--- src/rtl/sync_fifo_param.sv ---
// Single-clock parametrised FIFO with occupancy count, programmable almost flags,
// sticky overflow/underflow, synchronous flush and selectable FWFT read mode.
module sync_fifo_param #(
    parameter int DATA_W   = 8,
    parameter int DEPTH    = 16,
    parameter int AF_LEVEL = 14,
    parameter int AE_LEVEL = 2,
    parameter int FWFT     = 0
) (
    input  logic                       clk,
    input  logic                       rst_n,
    input  logic                       clr,
    input  logic                       wr_en,
    input  logic [DATA_W-1:0]          buf_in,
    input  logic                       rd_en,
    output logic [DATA_W-1:0]          buf_out,
    output logic                       buf_empty,
    output logic                       buf_full,
    output logic                       almost_full,
    output logic                       almost_empty,
    output logic [$clog2(DEPTH):0]     buf_count,
    output logic                       overflow,
    output logic                       underflow
);
    localparam int ADDR_W = $clog2(DEPTH);
    localparam int CNT_W  = ADDR_W + 1;

    logic [DATA_W-1:0] mem [DEPTH];
    logic [ADDR_W-1:0] wr_ptr_reg;
    logic [ADDR_W-1:0] rd_ptr_reg;
    logic [CNT_W-1:0]  count_reg;
    logic              overflow_reg;
    logic              underflow_reg;
    logic              rd_acc;
    logic              wr_acc;

    // Every status flag comes from the registered count, so none can glitch on inputs.
    assign buf_count    = count_reg;
    assign buf_empty    = (count_reg == '0);
    assign buf_full     = (count_reg == CNT_W'(DEPTH));
    assign almost_full  = (count_reg >= CNT_W'(AF_LEVEL));
    assign almost_empty = (count_reg <= CNT_W'(AE_LEVEL));
    assign overflow     = overflow_reg;
    assign underflow    = underflow_reg;

    // A write at full is still legal when a read frees the slot in the same cycle.
    assign rd_acc = rd_en & ~buf_empty & ~clr;
    assign wr_acc = wr_en & (~buf_full | rd_en) & ~clr;

    always_ff @(posedge clk or negedge rst_n) begin
        if (!rst_n) begin
            wr_ptr_reg    <= '0;
            rd_ptr_reg    <= '0;
            count_reg     <= '0;
            overflow_reg  <= 1'b0;
            underflow_reg <= 1'b0;
        end else if (clr) begin
            wr_ptr_reg    <= '0;
            rd_ptr_reg    <= '0;
            count_reg     <= '0;
            overflow_reg  <= 1'b0;
            underflow_reg <= 1'b0;
        end else begin
            if (wr_acc) wr_ptr_reg <= wr_ptr_reg + ADDR_W'(1);
            if (rd_acc) rd_ptr_reg <= rd_ptr_reg + ADDR_W'(1);
            case ({wr_acc, rd_acc})
                2'b10:   count_reg <= count_reg + CNT_W'(1);
                2'b01:   count_reg <= count_reg - CNT_W'(1);
                default: count_reg <= count_reg;
            endcase
            if (wr_en & ~wr_acc)    overflow_reg  <= 1'b1;
            if (rd_en & buf_empty)  underflow_reg <= 1'b1;
        end
    end

    // Storage has no reset so it can map onto block or distributed RAM.
    always_ff @(posedge clk) begin
        if (wr_acc && rst_n) mem[wr_ptr_reg] <= buf_in;
    end

    generate
        if (FWFT != 0) begin : g_fwft
            // Head word is presented combinationally; rd_en only acknowledges it.
            assign buf_out = buf_empty ? '0 : mem[rd_ptr_reg];
        end else begin : g_std
            logic [DATA_W-1:0] buf_out_reg;
            // At full with a simultaneous write, wr_ptr == rd_ptr; the read sees the old word.
            always_ff @(posedge clk or negedge rst_n) begin
                if (!rst_n)      buf_out_reg <= '0;
                else if (rd_acc) buf_out_reg <= mem[rd_ptr_reg];
            end
            assign buf_out = buf_out_reg;
        end
    endgenerate
endmodule

--- config.mk ---
export PLATFORM = sky130hd
export DESIGN_NAME = sync_fifo_param
export DESIGN_NICKNAME = d
export VERILOG_FILES = /design/src/rtl/sync_fifo_param.sv
export SDC_FILE = /design/constraint.sdc
export NUM_CORES = 1
export LEC_CHECK = 0
export CAP_MARGIN = 20
export CORE_ASPECT_RATIO = 1.2
export CORE_MARGIN = 4
export CORE_UTILIZATION = 45
export DETAILED_ROUTE_END_ITERATION = 7
export SLEW_MARGIN = 30
export SYNTH_ARGS = -nofsm -noshare
export SYNTH_HDL_FRONTEND = slang
export SYNTH_SLANG_ARGS = --single-unit
--- constraint.sdc ---
create_clock -name clk -period 3.2 [get_ports clk]
set_input_delay 0.48 -clock clk [delete_from_list [all_inputs] [get_ports clk]]
set_output_delay 0.48 -clock clk [all_outputs]
set_load 0.02 [all_outputs]
==> flow_summary.json, run 1 <==
{
  "largest_register_ff_count": 128,
  "grt_use_total_pct": 16.8,
  "rrSetupSlack_ps": 310,
  "clk_latency_ps": 410,
  "period_share_pct": 90.4,
  "fin_skew_ps": 7.34,
  "drc_errors": 0,
  "worstPathMaxFanout": 7,
  "max_freq_ghz": 0.346,
  "fin_crit_ps": 2890,
  "crit_path_top_delay_cell": "or4_1",
  "vias": 3123,
  "critPathBufInv": 0,
  "synthFlopType": "edfxtp_1",
  "synth_common_cells": "edfxtp_1 (128), mux4_2 (32), dfrtp_1 (23)",
  "grt_max_degree": 28,
  "worst-path-stages": 9,
  "setup_tns_ps": 0,
  "io_pins": 32,
  "htree_levels": 4,
  "cts_setup_buffers": 0,
  "gp_congestion": 0.700,
  "cp_common_cell": "a21oi_1",
  "ys_seq_area_share_pct": 71.3,
  "fin_area_um2": 7270,
  "rsz0062_at_grt": "no",
  "drt_iter0_markers": 179,
  "core_area_um2": 13400,
  "avgViaCountPerCell": 5.55,
  "layout-drive-gt1-share_pct": 22.8,
  "grt_pass1_wl_um": 19100,
  "worstPathArrival_ps": 3230,
  "clk_path_buf_depth": 2,
  "port_buffers": 31,
  "reg2reg_to": "buf_count[4]",
  "chipHeight_um": 137,
  "worst_pin_slew_ps": 619,
  "irDropWorstVdd_v": 0.000411,
  "diodes": 0,
  "drtAntennaViolNets": 0,
  "cts_buffers": 17,
  "synthTopCellsByArea": "edfxtp_1 (62%), mux4_2 (12%), dfrtp_1 (9.3%)",
  "synth.most_common_cell": "edfxtp_1",
  "leakagePower_nw": 2.48,
  "crit_type": "flip-flop to flip-flop",
  "area_growth_pct": 17.3,
  "num_rows": 46,
  "power_density_nw_per_um2": 730,
  "place_area_um2": 6730,
  "post_cts_resized": 0,
  "status": "finished, final reports clean",
  "synth_fp_nets": 364,
  "rr_worst_depth": 9,
  "routed_wl_um": 12100,
  "n_fill_cell": 1053,
  "initial_core_util_pct": 46.4,
  "setup_viol": 0,
  "avgRoutedWirePerCell_um": 21.4,
  "end_kind": "flip-flop",
  "hold_violations": 0,
  "synth-seq-cells": 151,
  "synth_cells": 342,
  "cts-root-buf": "clkbuf_16",
  "cp-start-kind": "flip-flop",
  "grt_pass1_vias": 3341,
  "slew_headroom_pct": 58.6,
  "die-area_um2": 15700,
  "drt_first_pass_iters": 6,
  "die_w_um": 115,
  "synthesis.area_um2": 6190,
  "cap_violations": 0,
  "dp_hpwl_um": 7790,
  "yosys.area.top_type": "edfxtp_1",
  "cts_sinks": 151,
  "synth_edf_count": 128,
  "path_delay_family": "simple AND/OR/NAND/NOR gates",
  "synth_cell_types": 40,
  "crit_start": "buf_count[3]",
  "grt.overflow.total": 0,
  "antenna_found_initial": 0,
  "cts_tree": "yes",
  "ys.warnings.count": 0,
  "cts_hold_buffers": 0,
  "path_cells": "or4_1, o31a_1, nand2b_4, fa_1, nand2b_1, a21oi_1, mux2i_1, a32oi_1, a21oi_1",
  "regToRegStartpoint": "buf_count[3]",
  "yosysTopAreaCellShare_pct": 62.0,
  "fin_nets": 406,
  "min-delay-path-class": "input pin to async pin",
  "syn_avg_cell_area_um2": 18.1,
  "clk_pin_slew_worst_paths_ps": 60,
  "cp.required_ps": 3540,
  "critPathCapture": "buf_count[4]",
  "async_flop_share_pct": 15.2,
  "crit_path_max_incr_delay_ps": 620,
  "drv_slew": 0
}
[worst min path at each step]
stage / startpoint / endpoint / slack [ps] / cells after the start
2_1_floorplan: rst_n / buf_count[0] / 180 / 0
3_3_place_gp: overflow / overflow / 500 / 2
3_5_place_dp: underflow / underflow / 500 / 2
4_1_cts: rst_n / wr_ptr_reg[2] / 490 / 2
5_1_grt: rst_n / wr_ptr_reg[2] / 520 / 2
6_report: rst_n / wr_ptr_reg[2] / 490 / 2
[cell type report]
cell class | count | area [um2] | share of cell area (%)
Inverter | 7 | 26.3 | 0.362
Sequential cell | 151 | 4420 | 60.8
Tap cell | 168 | 210 | 2.89
Clock inverter | 11 | 103 | 1.41
Timing Repair Buffer | 42 | 418 | 5.75
Multi-Input combinational cell | 165 | 1660 | 22.8
Clock buffer | 19 | 433 | 5.96
[metrics by stage]
| step | hold WS (ps) | worst slack (ps) | util (%) | cells | total power [mW] |
|---|---|---|---|---|---|
| 2_1_floorplan | 184 | 239 | - | 342 | 3.09 |
| 3_3_place_gp | 502 | 435 | 50.4 | 533 | 3.54 |
| 3_5_place_dp | 497 | 327 | 50.4 | 533 | 3.55 |
| 4_1_cts | 494 | 310 | 54.4 | 563 | 5.37 |
| 5_1_grt | 524 | 185 | 54.4 | 563 | 5.56 |
| 6_report | 490 | 306 | 54.4 | 563 | 5.31 |
[where the power goes]
group          internal (mW)  switching, mW  leakage [nW]
Sequential              2.23          0.124          1.44
Combinational          0.562          0.574         0.789
Clock                   1.06          0.752         0.255
[cells in the final DEF, fill, tap and decap left out, types with 3 or more instances in the layout]
| master | netlist | layout |
|---|---|---|
| a21oi_1 | 14 | 14 |
| and3_1 | 16 | 16 |
| buf_4 | 0 | 9 |
| clkbuf_16 | 0 | 17 |
| clkdlybuf4s50_1 | 0 | 31 |
| clkinv_2 | 0 | 3 |
| clkinvlp_4 | 0 | 3 |
| dfrtp_1 | 23 | 22 |
| edfxtp_1 | 128 | 128 |
| ha_1 | 8 | 8 |
| inv_1 | 7 | 7 |
| mux2_2 | 12 | 12 |
| mux4_2 | 32 | 32 |
| nand2_1 | 5 | 5 |
| nand2b_1 | 4 | 4 |
| nor2_1 | 22 | 22 |
| o22ai_1 | 16 | 16 |
| xor2_1 | 6 | 6 |
[routing by layer]
layer	global-route usage (%)	share of wire (%)	up-vias
met2	27.0	50	42
met1	22.6	45	1621
met3	4.16	3.0	15
met4	5.28	1.4	0
met5	0	0	-
li1	-	-	1445
[cells by family after synthesis]
logic type	synth area share, %
AOI/OAI and AO/OA	4.04
DFF	71.3
muxes	14.1
adders and majority gates	1.94
buffers and inverters	1.90
and+or+nand+nor	5.25
xor gates and xnor gates	1.39
Note: power is estimated with default switching activity, not from simulation.
==> run 2: changes to the inputs <==
--- a/config.mk
+++ b/config.mk
@@ -10,6 +10,7 @@
 export CORE_MARGIN = 4
 export CORE_UTILIZATION = 45
 export DETAILED_ROUTE_END_ITERATION = 7
+export HOLD_SLACK_MARGIN = 0.15
 export SLEW_MARGIN = 30
 export SYNTH_ARGS = -nofsm -noshare
 export SYNTH_HDL_FRONTEND = slang
==> results of run 2 <==
No change in the layout: final DEF, timing and power equal those of run 1.
==> run 3: changes to the inputs <==
--- a/config.mk
+++ b/config.mk
@@ -8,10 +8,9 @@
 export CAP_MARGIN = 20
 export CORE_ASPECT_RATIO = 1.2
 export CORE_MARGIN = 4
-export CORE_UTILIZATION = 45
+export CORE_UTILIZATION = 24
 export DETAILED_ROUTE_END_ITERATION = 7
 export HOLD_SLACK_MARGIN = 0.15
-export SLEW_MARGIN = 30
 export SYNTH_ARGS = -nofsm -noshare
 export SYNTH_HDL_FRONTEND = slang
 export SYNTH_SLANG_ARGS = --single-unit
==> run 3 against run 2 <==
Power increased by 2.3%. Largest cell class unchanged. Critical endpoint unchanged. Hold slack got worse by 110 ps. Maximum frequency shrank 1.2%. Critical path type unchanged. Routed wire length up 4.2%. Register-to-register slack worse by 30 ps. Combinational power about the same. Final area grew 3.3%. Clock power is 7% higher.
==> flow_summary.json, run 3 (synthesis gave the netlist of run 1 again) <==
{
  "status": "finished, final reports clean",
  "multi_input_area_um2": 1660,
  "crit_type": "flip-flop to flip-flop",
  "path_delay_family": "simple AND/OR/NAND/NOR gates",
  "reg2reg_to": "buf_count[4]",
  "slew_headroom_pct": 54.4,
  "post_cts_resized": 0,
  "avgViaCountPerCell": 4.39,
  "n_fill_cell": 2509,
  "dp_hpwl_um": 8270,
  "chipHeight_um": 184,
  "setup_tns_ps": 0,
  "cp-start-kind": "flip-flop",
  "cts_buffers": 17,
  "fin_skew_ps": 8.73,
  "fin_ws_ps": 272,
  "diodes": 0,
  "largest_register_ff_count": 128,
  "stdcell_count": 728,
  "cap_violations": 0,
  "drt_iter0_markers": 247,
  "path_cells": "or4_1, o31a_1, nand2b_4, fa_1, nand2b_1, a21oi_1, mux2i_1, a32oi_1, a21oi_1",
  "crit_path_max_incr_delay_ps": 670,
  "max_freq_ghz": 0.342,
  "top_layer": "met4",
  "placed_cells": 696,
  "regToRegStartpoint": "buf_count[1]",
  "area_growth_pct": 21.1,
  "worst-path-stages": 9,
  "crit_path_top_delay_cell": "or4_1",
  "grt_pass1_wl_um": 19800,
  "rr_worst_depth": 9,
  "drc_errors": 0,
  "wl_met1_um": 4920,
  "fin_nets": 407,
  "io_pins": 32,
  "vias": 3195,
  "worstPathMaxFanout": 8,
  "die_w_um": 155,
  "cts_setup_buffers": 0,
  "setup_viol": 0,
  "finalPower_mw": 5.43,
  "drtAntennaViolNets": 0,
  "num_rows": 64,
  "initial_core_util_pct": 24.3,
  "antenna_found_initial": 0,
  "hold_slack_ps": 383,
  "crit_start": "buf_count[1]",
  "final_common_cell": "edfxtp_1",
  "grt_max_degree": 34,
  "clk_path_buf_depth": 2,
  "port_buffers": 31,
  "cts-root-buf": "clkbuf_16",
  "dr_wl_met2_um": 7110,
  "met3WireLength_um": 328,
  "ff_latch_area_um2": 4420,
  "rrSetupSlack_ps": 270,
  "grt_use_total_pct": 9.23,
  "gp_congestion": 0.756,
  "period_share_pct": 91.5,
  "hold_violations": 0,
  "clk_latency_ps": 420,
  "grt.overflow.total": 0,
  "fin_crit_ps": 2930,
  "dp_slack_ps": 280,
  "end_kind": "flip-flop",
  "cts_tree": "yes",
  "htree_levels": 4,
  "avgRoutedWirePerCell_um": 17.3,
  "cts_hold_buffers": 0,
  "cp.required_ps": 3550,
  "cp_common_cell": "a21oi_1",
  "drv_slew": 0,
  "worst_pin_slew_ps": 683,
  "final_cell_mix": "edfxtp_1 (128), mux4_2 (32), clkdlybuf4s50_1 (31)",
  "critPathCapture": "buf_count[4]",
  "clk_pin_slew_worst_paths_ps": 60,
  "min-delay-path-class": "input pin to async pin",
  "leakagePower_nw": 2.51,
  "rsz0062_at_grt": "no",
  "routed_wl_um": 12600,
  "drt_first_pass_iters": 4,
  "die-area_um2": 28500,
  "irDropWorstVdd_v": 0.000371,
  "power_density_nw_per_um2": 723,
  "cts_sinks": 151,
  "grt_pass1_vias": 3461,
  "critPathBufInv": 0,
  "layout-drive-gt1-share_pct": 23.6,
  "core_area_um2": 25500,
  "worstPathArrival_ps": 3270
}
-- run 3: cell count changes in the layout (fill, tap and decap cells not counted), sizes merged --
cell	delta
clkinvlp	-2
clkinv	+1
buf	+1
clkbuf	-2
inv	+5
-- run 3: worst register-to-register path, stage by stage (launching register included) --
cell	delay (ps)
dfrtp_1	460
or4_1	670
o31a_1	300
nand2b_4	150
fa_1	390
nand2b_1	160
a21oi_1	280
mux2i_1	240
a32oi_1	70
a21oi_1	150
-- run 3: metrics by stage --
step | cell area, um2 | utilization, %
floorplan | 6190 | -
global placement | 6920 | 27.2
detailed placement | 6920 | 27.2
CTS | 7500 | 29.5
global route | 7500 | 29.5
finish | 7500 | 29.5
-- run 3: final cells by class --
| class | count | area share (%) |
|---|---|---|
| Sequential cell | 151 | 58.9 |
| Multi-Input combinational cell | 165 | 22.1 |
| Clock buffer | 17 | 5.67 |
| Tap cell | 330 | 5.50 |
| Timing Repair Buffer | 43 | 5.34 |
| Clock inverter | 15 | 2.15 |
| Inverter | 7 | 0.350 |
-- run 3: worst min path at each step --
stage | slack (ps) | start | to
2_1_floorplan | 180 | rst_n | buf_count[0]
3_3_place_gp | 490 | underflow | underflow
3_5_place_dp | 500 | underflow | underflow
4_1_cts | 380 | rst_n | buf_out[5]
5_1_grt | 400 | rst_n | buf_out[0]
6_report | 380 | rst_n | buf_out[2]
-- run 3: power by group --
part / total (mW) / internal (mW) / switching [mW]
registers: 2.38 / 2.23 / 0.152
logic: 1.11 / 0.551 / 0.557
clock network: 1.94 / 1.10 / 0.836
-- run 3: routing by layer --
layer  GRT usage [%]  vias up
met2            17.1       65
met4            3.85        0
met1            10.3     1672
li1                -     1445
met5               0        -
met3            1.86       13
